$ cat src/rtl/seg7_pkg.sv
// Shared definitions for the 7-segment scan reader: segment bit positions, the
// hex glyph table, FSM states and the capture record passed to the output stage.
package seg7_pkg;

    localparam int SEG_W = 7;

    localparam int SEG_A = 0;
    localparam int SEG_B = 1;
    localparam int SEG_C = 2;
    localparam int SEG_D = 3;
    localparam int SEG_E = 4;
    localparam int SEG_F = 5;
    localparam int SEG_G = 6;

    // Glyphs as emitted by the team's segment decoders, bit order gfedcba
    localparam logic [SEG_W-1:0] PAT_0 = 7'h3F;
    localparam logic [SEG_W-1:0] PAT_1 = 7'h06;
    localparam logic [SEG_W-1:0] PAT_2 = 7'h5B;
    localparam logic [SEG_W-1:0] PAT_3 = 7'h4F;
    localparam logic [SEG_W-1:0] PAT_4 = 7'h66;
    localparam logic [SEG_W-1:0] PAT_5 = 7'h6D;
    localparam logic [SEG_W-1:0] PAT_6 = 7'h7D;
    localparam logic [SEG_W-1:0] PAT_7 = 7'h07;
    localparam logic [SEG_W-1:0] PAT_8 = 7'h7F;
    localparam logic [SEG_W-1:0] PAT_9 = 7'h6F;
    localparam logic [SEG_W-1:0] PAT_A = 7'h77;
    localparam logic [SEG_W-1:0] PAT_B = 7'h7C;
    localparam logic [SEG_W-1:0] PAT_C = 7'h39;
    localparam logic [SEG_W-1:0] PAT_D = 7'h5E;
    localparam logic [SEG_W-1:0] PAT_E = 7'h79;
    localparam logic [SEG_W-1:0] PAT_F = 7'h71;

    // Wide enough for any practical digit count; the top narrows it at its port
    localparam int DIGIT_W_MAX = 8;

    typedef enum logic [1:0] {
        IDLE,
        TRACK,
        HOLD
    } state_t;

    typedef struct packed {
        logic [DIGIT_W_MAX-1:0] digit;
        logic [3:0]             value;
        logic                   err;
    } cap_rec_t;

endpackage

$ cat src/rtl/seg7_scan_reader_if.sv
// Valid/ready record channel carrying one decoded digit capture per transfer.
interface seg7_scan_reader_if #(
    parameter int NUM_DIGITS = 4
);
    localparam int DW = $clog2(NUM_DIGITS);

    logic          out_valid;
    logic          out_ready;
    logic [DW-1:0] out_digit;
    logic [3:0]    out_value;
    logic          out_err;

    modport master (
        output out_valid,
        output out_digit,
        output out_value,
        output out_err,
        input  out_ready
    );

    modport slave (
        input  out_valid,
        input  out_digit,
        input  out_value,
        input  out_err,
        output out_ready
    );

endinterface

$ cat src/rtl/seg7_pattern_decode.sv
// Maps a 7-segment glyph back to its hex value; anything outside the table
// reports err with value 0.
module seg7_pattern_decode
    import seg7_pkg::*;
(
    input  logic [SEG_W-1:0] pattern,
    output logic [3:0]       value,
    output logic             err
);

    always_comb begin
        value = 4'h0;
        err   = 1'b0;
        case (pattern)
            PAT_0:   value = 4'h0;
            PAT_1:   value = 4'h1;
            PAT_2:   value = 4'h2;
            PAT_3:   value = 4'h3;
            PAT_4:   value = 4'h4;
            PAT_5:   value = 4'h5;
            PAT_6:   value = 4'h6;
            PAT_7:   value = 4'h7;
            PAT_8:   value = 4'h8;
            PAT_9:   value = 4'h9;
            PAT_A:   value = 4'hA;
            PAT_B:   value = 4'hB;
            PAT_C:   value = 4'hC;
            PAT_D:   value = 4'hD;
            PAT_E:   value = 4'hE;
            PAT_F:   value = 4'hF;
            default: err   = 1'b1;
        endcase
    end

endmodule

$ cat src/rtl/seg7_scan_reader.sv
// Loopback monitor for the multiplexed 7-segment bus: waits for each digit's
// glyph to settle, decodes it once, and offers it on a single-entry output.
module seg7_scan_reader
    import seg7_pkg::*;
#(
    parameter int NUM_DIGITS     = 4,
    parameter int STABLE_CYCLES  = 4,
    parameter bit SEG_ACTIVE_LOW = 1'b0
) (
    input  logic                  clk,
    input  logic                  rst_n,
    input  logic [SEG_W-1:0]      seg_in,
    input  logic [NUM_DIGITS-1:0] dig_sel,
    output logic                  drop_pulse,
    seg7_scan_reader_if.master    out
);

    localparam int DW    = $clog2(NUM_DIGITS);
    localparam int CNT_W = $clog2(STABLE_CYCLES);
    localparam logic [CNT_W-1:0] CNT_LAST = CNT_W'(STABLE_CYCLES - 2);

    logic [SEG_W-1:0]      s_seg;
    logic [SEG_W-1:0]      p_seg;
    logic [NUM_DIGITS-1:0] s_sel;
    logic [NUM_DIGITS-1:0] p_sel;

    logic                  same;
    logic                  onehot;
    logic [DW-1:0]         sel_idx;
    logic [3:0]            dec_value;
    logic                  dec_err;

    state_t                state;
    logic [CNT_W-1:0]      cnt;
    logic                  cap_valid;
    cap_rec_t              cap_rec;

    logic                  out_valid_q;
    cap_rec_t              out_rec;

    // Polarity is normalised here so everything downstream sees active-high lines
    always_ff @(posedge clk or negedge rst_n) begin
        if (!rst_n) begin
            s_seg <= '0;
            s_sel <= '0;
            p_seg <= '0;
            p_sel <= '0;
        end else begin
            s_seg <= SEG_ACTIVE_LOW ? ~seg_in  : seg_in;
            s_sel <= SEG_ACTIVE_LOW ? ~dig_sel : dig_sel;
            p_seg <= s_seg;
            p_sel <= s_sel;
        end
    end

    assign same   = (s_seg == p_seg) && (s_sel == p_sel);
    assign onehot = (s_sel != '0) && ((s_sel & (s_sel - NUM_DIGITS'(1))) == '0);

    always_comb begin
        sel_idx = '0;
        for (int i = 0; i < NUM_DIGITS; i++) begin
            if (s_sel[i]) sel_idx = DW'(i);
        end
    end

    seg7_pattern_decode u_decode (
        .pattern (s_seg),
        .value   (dec_value),
        .err     (dec_err)
    );

    // HOLD remembers that the current glyph was already captured, so it is never re-emitted
    always_ff @(posedge clk or negedge rst_n) begin
        if (!rst_n) begin
            state     <= IDLE;
            cnt       <= '0;
            cap_valid <= 1'b0;
            cap_rec   <= '0;
        end else begin
            cap_valid <= 1'b0;
            case (state)
                IDLE: begin
                    if (onehot) begin
                        state <= TRACK;
                        cnt   <= '0;
                    end
                end
                TRACK: begin
                    if (!onehot) begin
                        state <= IDLE;
                        cnt   <= '0;
                    end else if (!same) begin
                        cnt <= '0;
                    end else if (cnt == CNT_LAST) begin
                        state     <= HOLD;
                        cnt       <= '0;
                        cap_valid <= 1'b1;
                        cap_rec   <= '{digit: DIGIT_W_MAX'(sel_idx),
                                       value: dec_value,
                                       err:   dec_err};
                    end else begin
                        cnt <= cnt + CNT_W'(1);
                    end
                end
                HOLD: begin
                    if (!onehot) begin
                        state <= IDLE;
                    end else if (!same) begin
                        state <= TRACK;
                        cnt   <= '0;
                    end
                end
                default: begin
                    state <= IDLE;
                    cnt   <= '0;
                end
            endcase
        end
    end

    // A capture arriving while the held record is unaccepted is dropped, not queued
    always_ff @(posedge clk or negedge rst_n) begin
        if (!rst_n) begin
            out_valid_q <= 1'b0;
            out_rec     <= '0;
            drop_pulse  <= 1'b0;
        end else begin
            drop_pulse <= 1'b0;
            if (cap_valid) begin
                if (!out_valid_q || out.out_ready) begin
                    out_rec     <= cap_rec;
                    out_valid_q <= 1'b1;
                end else begin
                    drop_pulse <= 1'b1;
                end
            end else if (out_valid_q && out.out_ready) begin
                out_valid_q <= 1'b0;
            end
        end
    end

    assign out.out_valid = out_valid_q;
    assign out.out_digit = out_rec.digit[DW-1:0];
    assign out.out_value = out_rec.value;
    assign out.out_err   = out_rec.err;

endmodule

$ cat src/flat_wrapper.sv
// flat-port wrapper written by rule: the top's interface ports become plain ports
module seg7_scan_reader_flat import seg7_pkg::*;
#(
    parameter int NUM_DIGITS     = 4,
    parameter int STABLE_CYCLES  = 4,
    parameter bit SEG_ACTIVE_LOW = 1'b0
)
  (clk, rst_n, seg_in, dig_sel, drop_pulse, out_out_valid, out_out_digit, out_out_value, out_out_err, out_out_ready);
  seg7_scan_reader_if #(.NUM_DIGITS(NUM_DIGITS)) out_i ();
  input  logic clk;
  input  logic rst_n;
  input  logic [SEG_W-1:0] seg_in;
  input  logic [NUM_DIGITS-1:0] dig_sel;
  output logic drop_pulse;
  output wire logic [$bits(out_i.out_valid)-1:0] out_out_valid;
  output wire logic [$bits(out_i.out_digit)-1:0] out_out_digit;
  output wire logic [$bits(out_i.out_value)-1:0] out_out_value;
  output wire logic [$bits(out_i.out_err)-1:0] out_out_err;
  input wire logic [$bits(out_i.out_ready)-1:0] out_out_ready;
  assign out_out_valid = out_i.out_valid;
  assign out_out_digit = out_i.out_digit;
  assign out_out_value = out_i.out_value;
  assign out_out_err = out_i.out_err;
  assign out_i.out_ready = out_out_ready;
  seg7_scan_reader #(.NUM_DIGITS(NUM_DIGITS), .STABLE_CYCLES(STABLE_CYCLES), .SEG_ACTIVE_LOW(SEG_ACTIVE_LOW)) u_core (.clk(clk), .rst_n(rst_n), .seg_in(seg_in), .dig_sel(dig_sel), .drop_pulse(drop_pulse), .out(out_i));
endmodule
$ cat config.mk
export PLATFORM = sky130hd
export DESIGN_NAME = seg7_scan_reader_flat
export DESIGN_NICKNAME = d
export VERILOG_FILES = /design/src/rtl/seg7_pkg.sv /design/src/rtl/seg7_scan_reader_if.sv /design/src/rtl/seg7_pattern_decode.sv /design/src/rtl/seg7_scan_reader.sv /design/src/flat_wrapper.sv
export SDC_FILE = /design/constraint.sdc
export NUM_CORES = 1
export LEC_CHECK = 0
export CORE_MARGIN = 3
export CORE_UTILIZATION = 50
export DETAILED_ROUTE_END_ITERATION = 7
export PLACE_DENSITY = 0.73
export SETUP_SLACK_MARGIN = 0.5
export SKIP_CTS_REPAIR_TIMING = 1
export SLEW_MARGIN = 30
export SYNTH_ARGS = -nofsm -noshare
export SYNTH_HDL_FRONTEND = slang
export SYNTH_SLANG_ARGS = --single-unit
$ cat constraint.sdc
create_clock -name clk -period 5.9 [get_ports clk]
set_input_delay 0.885 -clock clk [delete_from_list [all_inputs] [get_ports clk]]
set_output_delay 0.885 -clock clk [all_outputs]
set_load 0.01 [all_outputs]
==> flow_summary.html, run 1 <==
<table>
<tr><th>Metric</th><th>Value</th></tr>
<tr><th colspan="2">Run status</th></tr>
<tr><td>Outcome</td><td>completed</td></tr>
<tr><th colspan="2">Placement</th></tr>
<tr><td>IO buf count</td><td>22</td></tr>
<tr><td>Total half-perimeter wirelength after legalization and detailed placement</td><td>2380 um</td></tr>
<tr><td>Gpl congestion</td><td>0.7657</td></tr>
<tr><th colspan="2">Clocking</th></tr>
<tr><td>Cell at the root of the clock tree</td><td>sky130_fd_sc_hd__clkbuf_8</td></tr>
<tr><td>Clock tree from TritonCTS</td><td>yes</td></tr>
<tr><td>Maximum buffer depth of the clock tree</td><td>2</td></tr>
<tr><td>Clock transition at the registers of the reported paths</td><td>0.08 ns</td></tr>
<tr><td>Number of buffers inserted during clock tree synthesis</td><td>5</td></tr>
<tr><td>Latest clock arrival within the worst-skew pair</td><td>0.30 ns</td></tr>
<tr><td>Count of clock tree sinks</td><td>43</td></tr>
<tr><td>Maximum level of the CTS H-tree</td><td>2</td></tr>
<tr><th colspan="2">GRT</th></tr>
<tr><td>GR Overflow Total</td><td>0</td></tr>
<tr><td>Antenna violations before repair</td><td>0</td></tr>
<tr><td>Via count of the first global-routing pass</td><td>1,290</td></tr>
<tr><td>Pin count of the biggest net entering global routing</td><td>44</td></tr>
<tr><td>Global-route wire length before repair</td><td>5575 um</td></tr>
<tr><td>GRT Total Usage</td><td>16.54%</td></tr>
<tr><th colspan="2">Power and ir drop</th></tr>
<tr><td>Power density over cell area</td><td>257.3 nW/um^2</td></tr>
<tr><td>Static Leakage</td><td>0.9980 nW</td></tr>
<tr><td>Worst supply voltage drop on vdd</td><td>0.2044 mV</td></tr>
<tr><th colspan="2">STA</th></tr>
<tr><td>Final count of hold timing violations</td><td>0</td></tr>
<tr><td>Unrepaired setup endpoints after global routing</td><td>false</td></tr>
<tr><td>Slew Limit Headroom</td><td>61.27%</td></tr>
<tr><td>Final period util</td><td>36.90%</td></tr>
<tr><td>Final sum of negative setup slack</td><td>0 ns</td></tr>
<tr><td>Final-report setup violation count</td><td>0</td></tr>
<tr><td>Worst-margin pin slew</td><td>0.5766 ns</td></tr>
<tr><td>Fin. max-slew vios</td><td>0</td></tr>
<tr><td>Clk_skew</td><td>0.005546 ns</td></tr>
<tr><td>Final period demand of the worst path</td><td>2.177 ns</td></tr>
<tr><td>Max frequency</td><td>459.3 MHz</td></tr>
<tr><th colspan="2">Route</th></tr>
<tr><td>Average vias per placed instance</td><td>5.805</td></tr>
<tr><td>Remaining design rule violation count</td><td>0</td></tr>
<tr><td>Number of nets with antenna violations after routing</td><td>0</td></tr>
<tr><td>Total wire length after detailed routing</td><td>3357 um</td></tr>
<tr><td>Average detailed-routed wire length per instance</td><td>14.53 um</td></tr>
<tr><td>Drt pass-1 iters</td><td>4</td></tr>
<tr><td>Number of violations reported at the end of detailed-routing iteration 0</td><td>63</td></tr>
<tr><td>Vias after detailed routing</td><td>1,341</td></tr>
<tr><th colspan="2">Critical path</th></tr>
<tr><td>R2R Path End</td><td>u_core.cap_rec[2]</td></tr>
<tr><td>Worst reg2reg setup slack</td><td>3.72 ns</td></tr>
<tr><td>Logic depth of the worst path, buffers included</td><td>5</td></tr>
<tr><td>Critical Path Fanout Max</td><td>16</td></tr>
<tr><td>Capturing element type of the critical path</td><td>flip-flop</td></tr>
<tr><td>Family with the most delay on the worst path</td><td>simple AND/OR/NAND/NOR gates</td></tr>
<tr><td>Req. time, crit path</td><td>6.09 ns</td></tr>
<tr><td>Critical path buffer and inverter count</td><td>0</td></tr>
<tr><td>Startpoint-to-endpoint class of the critical path</td><td>flip-flop to flip-flop</td></tr>
<tr><td>Worst EP arrival</td><td>2.36 ns</td></tr>
<tr><td>Critical path destination</td><td>u_core.cap_rec[2]</td></tr>
<tr><td>Series of cell instances along the critical path</td><td>xnor2_1 &gt; nand4_1 &gt; nor4_4 &gt; nand2_4 &gt; mux2_4</td></tr>
<tr><td>Launching element type of the critical path</td><td>flip-flop</td></tr>
<tr><td>Delay of the slowest critical-path stage</td><td>0.65 ns</td></tr>
<tr><td>Reg2Reg Launch Point</td><td>u_core.s_seg[4]</td></tr>
<tr><td>Worst r2r path cells</td><td>5</td></tr>
<tr><td>Timing startpoint of the critical path</td><td>u_core.s_seg[4]</td></tr>
<tr><td>Worst path slowest cell</td><td>sky130_fd_sc_hd__dfrtp_1</td></tr>
<tr><th colspan="2">Synthesis</th></tr>
<tr><td>Primary flip-flop cell chosen by synthesis mapping</td><td>sky130_fd_sc_hd__dfrtp_1</td></tr>
<tr><td>Unique cell type count in the Yosys netlist</td><td>48</td></tr>
<tr><td>Cell count after synthesis</td><td>162</td></tr>
<tr><td>Flops &amp; latches, synth</td><td>43</td></tr>
<tr><td>Syn Area/Cell</td><td>11.97 sq um</td></tr>
<tr><td>Yosys warning count</td><td>0</td></tr>
<tr><td>Summed instance area of the synthesized netlist</td><td>1939 sq um</td></tr>
<tr><td>Post-Syn Nets</td><td>176</td></tr>
<tr><td>Top cell type's share of synthesized area</td><td>55.48%</td></tr>
<tr><td>Cell taking the most area after synthesis</td><td>sky130_fd_sc_hd__dfrtp_1</td></tr>
<tr><td>Register area share after synthesis</td><td>55.48%</td></tr>
<tr><td>Main area contributors after synthesis</td><td>sky130_fd_sc_hd__dfrtp_1 55%, sky130_fd_sc_hd__xnor2_1 4.5%, sky130_fd_sc_hd__mux2_2 4.1%</td></tr>
<tr><td>Count of flip-flops with a built-in enable after synthesis</td><td>0</td></tr>
<tr><td>FFs w/ async S/R, synth</td><td>100.0%</td></tr>
<tr><th colspan="2">Cells and area</th></tr>
<tr><td>Ratio of cells with drive above 1 in the final layout</td><td>14.75%</td></tr>
<tr><td>Fill count</td><td>291</td></tr>
<tr><td>Post-Route Utilization</td><td>61.60%</td></tr>
<tr><td>Ant diodes</td><td>0</td></tr>
<tr><td>Commonest cells after routing, fill and taps aside</td><td>43 x sky130_fd_sc_hd__dfrtp_1, 21 x sky130_fd_sc_hd__clkdlybuf4s50_1, 10 x sky130_fd_sc_hd__xnor2_1</td></tr>
<tr><td>Nets</td><td>196</td></tr>
<tr><td>Layout area overhead</td><td>17.16%</td></tr>
<tr><td>Most common cell after layout, fill and taps aside</td><td>sky130_fd_sc_hd__dfrtp_1</td></tr>
<tr><th colspan="2">Floorplan</th></tr>
<tr><td>Die height</td><td>68.28 um</td></tr>
<tr><td>X dimension of the die</td><td>68.28 um</td></tr>
<tr><td>Num rows</td><td>22</td></tr>
<tr><td>Die outline area</td><td>4662 sq um</td></tr>
<tr><td>I/O pin count</td><td>23</td></tr>
<tr><td>Core Area</td><td>3689 sq um</td></tr>
<tr><td>Effective utilization at floorplan</td><td>52.58%</td></tr>
<tr><th colspan="2">Worst hold path</th></tr>
<tr><td>Class of the tightest hold or removal check</td><td>flip-flop to flip-flop</td></tr>
<tr><td>Hold path depth</td><td>0</td></tr>
<tr><th colspan="2">Run</th></tr>
<tr><td>Max_cap viols</td><td>0</td></tr>
</table>
[worst reg2reg max path, cell delays in order (launching register included)]
cell	delay (ns)
sky130_fd_sc_hd__dfrtp_1	0.65
sky130_fd_sc_hd__xnor2_1	0.19
sky130_fd_sc_hd__nand4_1	0.19
sky130_fd_sc_hd__nor4_4	0.59
sky130_fd_sc_hd__nand2_4	0.14
sky130_fd_sc_hd__mux2_4	0.32
[metal layers]
metal	wire length (um)	GRT usage, %	up-vias
met3	181	5.419	10
met1	1369	17.73	663
met2	1726	29.36	43
met5	0	0	-
met4	79	7.444	0
li1	-	-	625
[worst min-delay path by stage]
stage	startpoint	end	slack, ns
after floorplan	u_core.s_seg[5]	u_core.p_seg[5]	0.36
after global placement	u_core.s_sel[0]	u_core.p_sel[0]	0.44
after detailed placement	u_core.s_sel[0]	u_core.p_sel[0]	0.46
after CTS	u_core.s_sel[0]	u_core.p_sel[0]	0.47
after global routing	u_core.s_sel[0]	u_core.p_sel[0]	0.49
final	u_core.s_sel[0]	u_core.p_sel[0]	0.47
[state kept, by name (all words and copies together) (netlist names)]
name	cells
u_core.s_sel	4
u_core.cnt	2
u_core.state	2
u_core.p_sel	4
u_core.out.out_value	4
u_core.p_seg	7
u_core.out.out_digit	2
u_core.cap_rec	7
u_core.cap_valid	1
u_core.out.out_err	1
u_core.s_seg	7
u_core.out.out_valid	1
u_core.drop_pulse	1
[Yosys cell counts, types with 3 or more instances]
cell	number
sky130_fd_sc_hd__and3_1	3
sky130_fd_sc_hd__clkbuf_1	4
sky130_fd_sc_hd__nor2_1	8
sky130_fd_sc_hd__xnor2_1	10
sky130_fd_sc_hd__a31oi_1	4
sky130_fd_sc_hd__nor2b_1	4
sky130_fd_sc_hd__mux2_4	3
sky130_fd_sc_hd__mux2_2	7
sky130_fd_sc_hd__nand2_1	5
sky130_fd_sc_hd__a32oi_1	3
sky130_fd_sc_hd__inv_1	6
sky130_fd_sc_hd__a21oi_1	6
sky130_fd_sc_hd__o21ai_0	4
sky130_fd_sc_hd__nand4_1	7
sky130_fd_sc_hd__nand3_1	6
sky130_fd_sc_hd__dfrtp_1	43
sky130_fd_sc_hd__nor3_1	3
[metrics by stage]
stage | std cells | setup WS (ns) | cell area, sq um | power, mW | hold slack (ns)
CTS | 231 | 3.699 | 2270 | 0.5922 | 0.4744
global route | 231 | 3.516 | 2272 | 0.6107 | 0.4916
detailed placement | 223 | 3.708 | 2152 | 0.3602 | 0.4560
global placement | 223 | 3.751 | 2152 | 0.3576 | 0.4421
floorplan | 162 | 4.025 | 1939 | 0.3438 | 0.3624
finish | 231 | 3.723 | 2272 | 0.5846 | 0.4750
[power breakdown]
part / total, mW / switching [mW] / internal (mW)
logic: 0.0367 / 0.0171 / 0.0196
registers: 0.318 / 0.0151 / 0.303
clock network: 0.230 / 0.0934 / 0.137
[area by class of cell]
cell class / instances / area [sq um] / share of cell area, %
clock buffer: 6 / 82.58 / 3.634
clock inverter: 2 / 35.03 / 1.542
inverter: 6 / 22.52 / 0.9912
multi-input combinational: 104 / 778.2 / 34.25
sequential: 43 / 1076 / 47.36
tap: 48 / 60.06 / 2.643
timing repair buffer: 22 / 217.7 / 9.582
[cells by family after synthesis]
kind of cell              count (synthesis)  synth area share, %
and+or+nand+nor                          50                15.94
DFF                                      43                55.48
AOI/OAI and AO/OA                        31                11.55
buffers and inverters                    15                4.386
xor gates and xnor gates                 13                6.258
muxes                                    10                6.387
Note: power is estimated with default switching activity, not from simulation.
==> run 2: changes to the inputs <==
==> constraint.sdc (replaced) <==
create_clock -name clk -period 2.1 [get_ports clk]
set_input_delay 0.315 -clock clk [delete_from_list [all_inputs] [get_ports clk]]
set_output_delay 0.315 -clock clk [all_outputs]
set_load 0.01 [all_outputs]
==> run 2 against run 1 <==
  * The run now ends with negative hold slack left
  * Combinational power rose to 3.7 times the previous value
  * Flip-flop and latch count is the same
  * Clock skew is 0.0010 ns higher
  * Register-to-register slack worse by 3.5 ns
  * Maximum frequency up 18%
  * Worst hold slack lost 0.51 ns
  * First-iteration DRC count rose by 32%
  * Wire length increased by 6.4%
  * Sequential power grew to 2.8 times the previous value
  * Die area did not move
==> flow_summary.html, run 2 (synthesis results as in run 1) <==
<table>
<tr><th>Metric</th><th>Value</th></tr>
<tr><th colspan="2">STA</th></tr>
<tr><td>Clk_skew</td><td>0.006577 ns (+0.001032 ns)</td></tr>
<tr><td>Unrepaired setup endpoints after global routing</td><td>true</td></tr>
<tr><td>Fin. max-slew vios</td><td>0 (unchanged)</td></tr>
<tr><td>Final-report setup violation count</td><td>0 (unchanged)</td></tr>
<tr><td>Smallest setup slack after layout</td><td>0.2580 ns (-3.465 ns)</td></tr>
<tr><td>Final period util</td><td>87.72% (+51 points)</td></tr>
<tr><td>Final sum of negative setup slack</td><td>0 ns (unchanged)</td></tr>
<tr><td>Final period demand of the worst path</td><td>1.842 ns (-0.3354 ns)</td></tr>
<tr><td>Worst hold-check slack</td><td>-0.03104 ns (-0.5060 ns)</td></tr>
<tr><td>Final count of hold timing violations</td><td>21 (+21)</td></tr>
<tr><td>Worst-margin pin slew</td><td>0.4854 ns (-0.09122 ns)</td></tr>
<tr><td>Slew Limit Headroom</td><td>67.64% (+6.4 points)</td></tr>
<tr><td>Max frequency</td><td>542.9 MHz (+18%)</td></tr>
<tr><th colspan="2">Critical path</th></tr>
<tr><td>Reg2Reg Launch Point</td><td>u_core.s_seg[3]</td></tr>
<tr><td>Critical Path Fanout Max</td><td>5 (-11)</td></tr>
<tr><td>Startpoint-to-endpoint class of the critical path</td><td>flip-flop to flip-flop</td></tr>
<tr><td>Launching element type of the critical path</td><td>flip-flop</td></tr>
<tr><td>Req. time, crit path</td><td>2.28 ns (-3.81 ns)</td></tr>
<tr><td>Critical path buffer and inverter count</td><td>0 (unchanged)</td></tr>
<tr><td>Timing startpoint of the critical path</td><td>u_core.s_seg[3]</td></tr>
<tr><td>Worst path slowest cell</td><td>sky130_fd_sc_hd__or4b_2</td></tr>
<tr><td>Worst EP arrival</td><td>2.02 ns (-0.34 ns)</td></tr>
<tr><td>Family with the most delay on the worst path</td><td>simple AND/OR/NAND/NOR gates</td></tr>
<tr><td>Capturing element type of the critical path</td><td>flip-flop</td></tr>
<tr><td>Delay of the slowest critical-path stage</td><td>0.70 ns (+0.05 ns)</td></tr>
<tr><td>Series of cell instances along the critical path</td><td>or4b_2 &gt; a21o_1 &gt; nand4_1 &gt; nor3_1 &gt; mux2_4</td></tr>
<tr><th colspan="2">Clocking</th></tr>
<tr><td>Cell at the root of the clock tree</td><td>sky130_fd_sc_hd__clkbuf_8</td></tr>
<tr><td>Count of clock tree sinks</td><td>43 (unchanged)</td></tr>
<tr><td>Maximum level of the CTS H-tree</td><td>2 (unchanged)</td></tr>
<tr><td>Clock tree from TritonCTS</td><td>yes</td></tr>
<tr><td>Clock transition at the registers of the reported paths</td><td>0.08 ns (about the same)</td></tr>
<tr><td>Number of buffers inserted during clock tree synthesis</td><td>5 (unchanged)</td></tr>
<tr><td>Maximum buffer depth of the clock tree</td><td>2 (unchanged)</td></tr>
<tr><td>Latest clock arrival within the worst-skew pair</td><td>0.29 ns (about the same)</td></tr>
<tr><th colspan="2">Floorplan</th></tr>
<tr><td>Die outline area</td><td>4662 sq um (unchanged)</td></tr>
<tr><td>Effective utilization at floorplan</td><td>52.58% (unchanged)</td></tr>
<tr><td>I/O pin count</td><td>23 (unchanged)</td></tr>
<tr><td>X dimension of the die</td><td>68.28 um (unchanged)</td></tr>
<tr><td>Die height</td><td>68.28 um (unchanged)</td></tr>
<tr><td>Core Area</td><td>3689 sq um (unchanged)</td></tr>
<tr><td>Num rows</td><td>22 (unchanged)</td></tr>
<tr><th colspan="2">GRT</th></tr>
<tr><td>Global-route wire length before repair</td><td>6030 um (+8.2%)</td></tr>
<tr><td>GRT Total Usage</td><td>17.66% (+1.1 points)</td></tr>
<tr><td>Pin count of the biggest net entering global routing</td><td>24 (-45%)</td></tr>
<tr><td>GR Overflow Total</td><td>0 (unchanged)</td></tr>
<tr><td>Via count of the first global-routing pass</td><td>1,352 (+4.8%)</td></tr>
<tr><td>Antenna violations before repair</td><td>0 (unchanged)</td></tr>
<tr><th colspan="2">Run</th></tr>
<tr><td>Max_cap viols</td><td>0 (unchanged)</td></tr>
<tr><th colspan="2">Power and ir drop</th></tr>
<tr><td>Switching share of power</td><td>21.84% (+0.37 points)</td></tr>
<tr><td>Static Leakage</td><td>1.086 nW (+8.8%)</td></tr>
<tr><td>Share of power burned in the clock network</td><td>38.8% (-0.6 points)</td></tr>
<tr><td>Cell-internal power</td><td>1.307 mW (+180%)</td></tr>
<tr><td>Seq pwr share</td><td>53.0% (-1.3 points)</td></tr>
<tr><td>Power density over cell area</td><td>680.3 nW/um^2 (+160%)</td></tr>
<tr><td>Worst supply voltage drop on vdd</td><td>0.5594 mV (+170%)</td></tr>
<tr><td>Sw power</td><td>365.1 uW (+190%)</td></tr>
<tr><td>Part of the power in combinational logic</td><td>8.2% (+1.9 points)</td></tr>
<tr><th colspan="2">Placement</th></tr>
<tr><td>Pre-CTS setup slack</td><td>0.1648 ns (-3.543 ns)</td></tr>
<tr><td>IO buf count</td><td>22 (unchanged)</td></tr>
<tr><td>Total half-perimeter wirelength after legalization and detailed placement</td><td>2544 um (+6.9%)</td></tr>
<tr><td>Gpl congestion</td><td>0.7473 (-2.4%)</td></tr>
<tr><th colspan="2">Cells and area</th></tr>
<tr><td>Layout area overhead</td><td>26.71%</td></tr>
<tr><td>Largest registers</td><td>u_core.cap_rec x7, u_core.p_seg x7, u_core.s_seg x7</td></tr>
<tr><td>Commonest cells after routing, fill and taps aside</td><td>38 x sky130_fd_sc_hd__dfrtp_1, 21 x sky130_fd_sc_hd__clkdlybuf4s50_1, 12 x sky130_fd_sc_hd__buf_4</td></tr>
<tr><td>Most common cell after layout, fill and taps aside</td><td>sky130_fd_sc_hd__dfrtp_1</td></tr>
<tr><td>Ratio of cells with drive above 1 in the final layout</td><td>29.08% (+14 points)</td></tr>
<tr><td>Post-Route Utilization</td><td>66.62% (+5.0 points)</td></tr>
<tr><td>Nets</td><td>209 (+6.6%)</td></tr>
<tr><td>Fill count</td><td>293 (+0.69%)</td></tr>
<tr><td>Ant diodes</td><td>0 (unchanged)</td></tr>
<tr><th colspan="2">Worst hold path</th></tr>
<tr><td>Class of the tightest hold or removal check</td><td>primary input to asynchronous set/reset pin</td></tr>
<tr><th colspan="2">Run status</th></tr>
<tr><td>Violated checks</td><td>negative hold slack</td></tr>
<tr><td>Outcome</td><td>complete, but fails checks</td></tr>
<tr><th colspan="2">Route</th></tr>
<tr><td>Average vias per placed instance</td><td>5.615 (-3.3%)</td></tr>
<tr><td>Number of nets with antenna violations after routing</td><td>0 (unchanged)</td></tr>
<tr><td>Total wire length after detailed routing</td><td>3572 um (+6.4%)</td></tr>
<tr><td>Number of violations reported at the end of detailed-routing iteration 0</td><td>83 (+32%)</td></tr>
<tr><td>Remaining design rule violation count</td><td>0 (unchanged)</td></tr>
<tr><td>Average detailed-routed wire length per instance</td><td>14.64 um (+0.74%)</td></tr>
<tr><td>Drt pass-1 iters</td><td>4 (unchanged)</td></tr>
<tr><td>Vias after detailed routing</td><td>1,370 (+2.2%)</td></tr>
</table>
run 2: worst register-to-register path: cells and delay by family (launching register included):
| family | cells | cell delay [ns] |
|---|---|---|
| DFF | 1 | 0.43 |
| muxes | 1 | 0.27 |
| and+or+nand+nor | 3 | 0.85 |
| AOI/OAI and AO/OA | 1 | 0.19 |
run 2: path summary, 6_finish.rpt:
check	to	slack [ns]	cells after the start
max reg2reg	u_core.cap_rec[0]	0.26	5
min reg2reg	u_core.p_seg[3]	0.48	0
max in group asynchronous	u_core.s_seg[2]	1.59	2
min in group clk	u_core.s_sel[2]	0.45	1
max	u_core.cap_rec[0]	0.26	5
min	u_core.state[0]	-0.03	1
run 2: power by group through the flow:
stage	Clock [mW]	Sequential, mW	Combinational (mW)
5_1_grt	0.704	0.890	0.152
3_5_place_dp	0	0.900	0.132
2_1_floorplan	0	0.885	0.0880
6_report	0.649	0.886	0.137
3_3_place_gp	0	0.898	0.127
4_1_cts	0.666	0.884	0.133
run 2: layout make-up:
class / instances / area [sq um] / share of cell area [%]
sequential: 43 / 1082 / 44.04
multi-input combinational: 104 / 858.3 / 34.93
timing repair buffer: 35 / 316.6 / 12.88
clock buffer: 6 / 82.58 / 3.360
tap: 48 / 60.06 / 2.444
clock inverter: 2 / 35.03 / 1.426
inverter: 6 / 22.52 / 0.9165
run 2: per-layer routing:
metal	share of wire [%]	wire, um	global-route usage (%)	vias up
met1	42	1490	21.45	669
met4	1.3	48	7.196	0
met2	52	1862	29.00	38
met3	4.8	171	5.583	6
li1	-	-	-	657
met5	0	0	0	-
run 2: metrics by stage:
step / power, mW / hold slack [ns] / instances / cell area [sq um]
finish: 1.672 / -0.03104 / 244 / 2457
floorplan: 0.9730 / 0.01941 / 162 / 1977
global route: 1.746 / 0.003234 / 244 / 2457
CTS: 1.683 / -0.009034 / 241 / 2382
detailed placement: 1.032 / 0.3135 / 233 / 2265
global placement: 1.025 / 0.3023 / 233 / 2265
==> run 3: changes to the inputs <==
--- a/config.mk
+++ b/config.mk
@@ -6,9 +6,8 @@
 export NUM_CORES = 1
 export LEC_CHECK = 0
 export CORE_MARGIN = 3
-export CORE_UTILIZATION = 50
+export CORE_UTILIZATION = 38
 export DETAILED_ROUTE_END_ITERATION = 7
-export PLACE_DENSITY = 0.73
 export SETUP_SLACK_MARGIN = 0.5
 export SKIP_CTS_REPAIR_TIMING = 1
 export SLEW_MARGIN = 30
==> run 3 against run 2 <==
  * The flow now finishes without violations
  * Combinational power rose by 10%
  * Clock power about the same
  * Worst hold slack better by 0.12 ns
  * Die area up 29%
  * Count of clock-buffer cells in the layout did not move
  * Via count fell by 0.29%
  * Critical endpoint unchanged
==> flow_summary.html, run 3 (synthesis results as in run 1) <==
<table>
<tr><th>Metric</th><th>Value</th></tr>
<tr><th colspan="2">GRT</th></tr>
<tr><td>GRT Total Usage</td><td>13.83% (-3.8 points)</td></tr>
<tr><td>Via count of the first global-routing pass</td><td>1,325 (-2.0%)</td></tr>
<tr><td>Pin count of the biggest net entering global routing</td><td>44 (+83%)</td></tr>
<tr><td>Antenna violations before repair</td><td>0 (unchanged)</td></tr>
<tr><td>Global-route wire length before repair</td><td>6486 um (+7.6%)</td></tr>
<tr><td>GR Overflow Total</td><td>0 (unchanged)</td></tr>
<tr><th colspan="2">Floorplan</th></tr>
<tr><td>Die outline area</td><td>5997 sq um (+29%)</td></tr>
<tr><td>X dimension of the die</td><td>77.44 um (+13%)</td></tr>
<tr><td>Effective utilization at floorplan</td><td>40.26% (-12 points)</td></tr>
<tr><td>Core Area</td><td>4817 sq um (+31%)</td></tr>
<tr><td>Die height</td><td>77.44 um (+13%)</td></tr>
<tr><td>I/O pin count</td><td>23 (unchanged)</td></tr>
<tr><td>Num rows</td><td>25 (+14%)</td></tr>
<tr><th colspan="2">Worst hold path</th></tr>
<tr><td>Class of the tightest hold or removal check</td><td>primary input to asynchronous set/reset pin</td></tr>
<tr><th colspan="2">Placement</th></tr>
<tr><td>IO buf count</td><td>22 (unchanged)</td></tr>
<tr><td>Total half-perimeter wirelength after legalization and detailed placement</td><td>2832 um (+11%)</td></tr>
<tr><td>Gpl congestion</td><td>0.7811 (+4.5%)</td></tr>
<tr><th colspan="2">Cells and area</th></tr>
<tr><td>Nets</td><td>214 (+2.4%)</td></tr>
<tr><td>Ratio of cells with drive above 1 in the final layout</td><td>29.35% (+0.27 points)</td></tr>
<tr><td>Layout area overhead</td><td>28.97%</td></tr>
<tr><td>Most common cell after layout, fill and taps aside</td><td>sky130_fd_sc_hd__dfrtp_1</td></tr>
<tr><td>Ant diodes</td><td>0 (unchanged)</td></tr>
<tr><td>Commonest cells after routing, fill and taps aside</td><td>37 x sky130_fd_sc_hd__dfrtp_1, 21 x sky130_fd_sc_hd__clkdlybuf4s50_1, 18 x sky130_fd_sc_hd__buf_4</td></tr>
<tr><td>Largest registers</td><td>u_core.cap_rec x7, u_core.p_seg x7, u_core.s_seg x7</td></tr>
<tr><th colspan="2">Clocking</th></tr>
<tr><td>Clock tree from TritonCTS</td><td>yes</td></tr>
<tr><td>Maximum level of the CTS H-tree</td><td>2 (unchanged)</td></tr>
<tr><td>Number of buffers inserted during clock tree synthesis</td><td>5 (unchanged)</td></tr>
<tr><td>Maximum buffer depth of the clock tree</td><td>2 (unchanged)</td></tr>
<tr><td>Cell at the root of the clock tree</td><td>sky130_fd_sc_hd__clkbuf_8</td></tr>
<tr><td>Clock transition at the registers of the reported paths</td><td>0.08 ns (about the same)</td></tr>
<tr><td>Latest clock arrival within the worst-skew pair</td><td>0.29 ns (about the same)</td></tr>
<tr><td>Count of clock tree sinks</td><td>43 (unchanged)</td></tr>
<tr><th colspan="2">Critical path</th></tr>
<tr><td>Capturing element type of the critical path</td><td>flip-flop</td></tr>
<tr><td>Reg2Reg Launch Point</td><td>u_core.s_seg[4]</td></tr>
<tr><td>Launching element type of the critical path</td><td>flip-flop</td></tr>
<tr><td>Worst reg2reg setup slack</td><td>0.25 ns (about the same)</td></tr>
<tr><td>Req. time, crit path</td><td>2.27 ns (about the same)</td></tr>
<tr><td>Critical Path Fanout Max</td><td>6 (+1)</td></tr>
<tr><td>Worst EP arrival</td><td>2.02 ns (about the same)</td></tr>
<tr><td>Startpoint-to-endpoint class of the critical path</td><td>flip-flop to flip-flop</td></tr>
<tr><td>Worst path slowest cell</td><td>sky130_fd_sc_hd__or4_4</td></tr>
<tr><td>Critical path buffer and inverter count</td><td>0 (unchanged)</td></tr>
<tr><td>Worst r2r path cells</td><td>5 (unchanged)</td></tr>
<tr><td>Series of cell instances along the critical path</td><td>or4_4 &gt; a2111o_1 &gt; nand4_1 &gt; nor3_1 &gt; mux2_4</td></tr>
<tr><td>Family with the most delay on the worst path</td><td>simple AND/OR/NAND/NOR gates</td></tr>
<tr><td>R2R Path End</td><td>u_core.cap_rec[0]</td></tr>
<tr><td>Delay of the slowest critical-path stage</td><td>0.51 ns (-0.19 ns)</td></tr>
<tr><th colspan="2">Route</th></tr>
<tr><td>Average vias per placed instance</td><td>5.097 (-9.2%)</td></tr>
<tr><td>Average detailed-routed wire length per instance</td><td>14.38 um (-1.7%)</td></tr>
<tr><td>Remaining design rule violation count</td><td>0 (unchanged)</td></tr>
<tr><td>Drt pass-1 iters</td><td>4 (unchanged)</td></tr>
<tr><td>Total wire length after detailed routing</td><td>3855 um (+7.9%)</td></tr>
<tr><td>Number of violations reported at the end of detailed-routing iteration 0</td><td>79 (-4.8%)</td></tr>
<tr><td>Vias after detailed routing</td><td>1,366 (-0.29%)</td></tr>
<tr><td>Number of nets with antenna violations after routing</td><td>0 (unchanged)</td></tr>
<tr><th colspan="2">STA</th></tr>
<tr><td>Worst-margin pin slew</td><td>0.5219 ns (+0.03649 ns)</td></tr>
<tr><td>Unrepaired setup endpoints after global routing</td><td>true</td></tr>
<tr><td>Slew Limit Headroom</td><td>65.21% (-2.4 points)</td></tr>
<tr><td>Max frequency</td><td>541.4 MHz (-0.27%)</td></tr>
<tr><td>Fin. max-slew vios</td><td>0 (unchanged)</td></tr>
<tr><td>Final-report setup violation count</td><td>0 (unchanged)</td></tr>
<tr><td>Final period demand of the worst path</td><td>1.847 ns (+0.004970 ns)</td></tr>
<tr><td>Final sum of negative setup slack</td><td>0 ns (unchanged)</td></tr>
<tr><td>Final count of hold timing violations</td><td>0 (-100%)</td></tr>
<tr><td>Final period util</td><td>87.95% (+0.24 points)</td></tr>
<tr><td>Worst hold-check slack</td><td>0.08657 ns (+0.1176 ns)</td></tr>
<tr><td>Clk_skew</td><td>0.007559 ns (+0.0009822 ns)</td></tr>
<tr><th colspan="2">Run</th></tr>
<tr><td>Max_cap viols</td><td>0 (unchanged)</td></tr>
<tr><th colspan="2">Run status</th></tr>
<tr><td>Outcome</td><td>completed</td></tr>
<tr><th colspan="2">Power and ir drop</th></tr>
<tr><td>Worst supply voltage drop on vdd</td><td>0.4257 mV (-24%)</td></tr>
<tr><td>Total power after layout</td><td>1.682 mW (+0.60%)</td></tr>
<tr><td>Power density over cell area</td><td>672.4 nW/um^2 (-1.2%)</td></tr>
<tr><td>Static Leakage</td><td>1.107 nW (+1.9%)</td></tr>
</table>
-- run 3: worst max-delay path by stage --
stage	startpoint	to	slack [ns]	cells after the start
finish	u_core.s_seg[4]	u_core.cap_rec[0]	0.25	5
floorplan	u_core.s_sel[2]	u_core.cap_rec[0]	0.24	6
CTS	u_core.s_seg[4]	u_core.cap_rec[0]	0.15	5
global route	u_core.s_seg[6]	u_core.cap_rec[3]	0.14	6
global placement	u_core.s_seg[4]	u_core.cap_rec[0]	0.20	5
detailed placement	u_core.s_seg[4]	u_core.cap_rec[0]	0.17	5
-- run 3: through the flow --
stage	area, sq um	utilization (%)	setup slack (ns)	cells
after floorplan	1977	-	0.2365	162
after global placement	2311	47.97	0.2006	255
after detailed placement	2311	47.97	0.1709	255
after CTS	2429	50.42	0.1550	263
after global routing	2501	51.92	0.1398	268
final	2501	51.92	0.2530	268
-- run 3: per-layer routing --
layer / GRT usage (%) / up-vias / routed length (um)
li1: - / 664 / -
met1: 18.50 / 657 / 1737
met2: 21.59 / 35 / 1886
met3: 3.364 / 10 / 160
met4: 5.516 / 0 / 70
met5: 0 / - / 0
-- run 3: report_power, final --
group | switching, mW | internal, mW
Combinational | 0.0718 | 0.0791
Clock | 0.261 | 0.385
Sequential | 0.0335 | 0.852
Total | 0.367 | 1.32
-- run 3: layout make-up --
| cell class | instances | area [sq um] |
|---|---|---|
| well taps | 67 | 83.83 |
| clock buffers | 6 | 82.58 |
| flip-flops and latches | 43 | 1084 |
| inverters | 6 | 22.52 |
| clock inverters | 2 | 35.03 |
| fillers | 446 | 2316 |
| multi-input cells | 104 | 843.3 |
| repair buffers | 40 | 350.3 |
-- run 3: worst reg2reg max path: cells and delay by family (launching register included) --
kind / cells / cell delay, ns
and+or+nand+nor: 3 / 0.64
DFF: 1 / 0.45
AOI/OAI and AO/OA: 1 / 0.37
muxes: 1 / 0.27
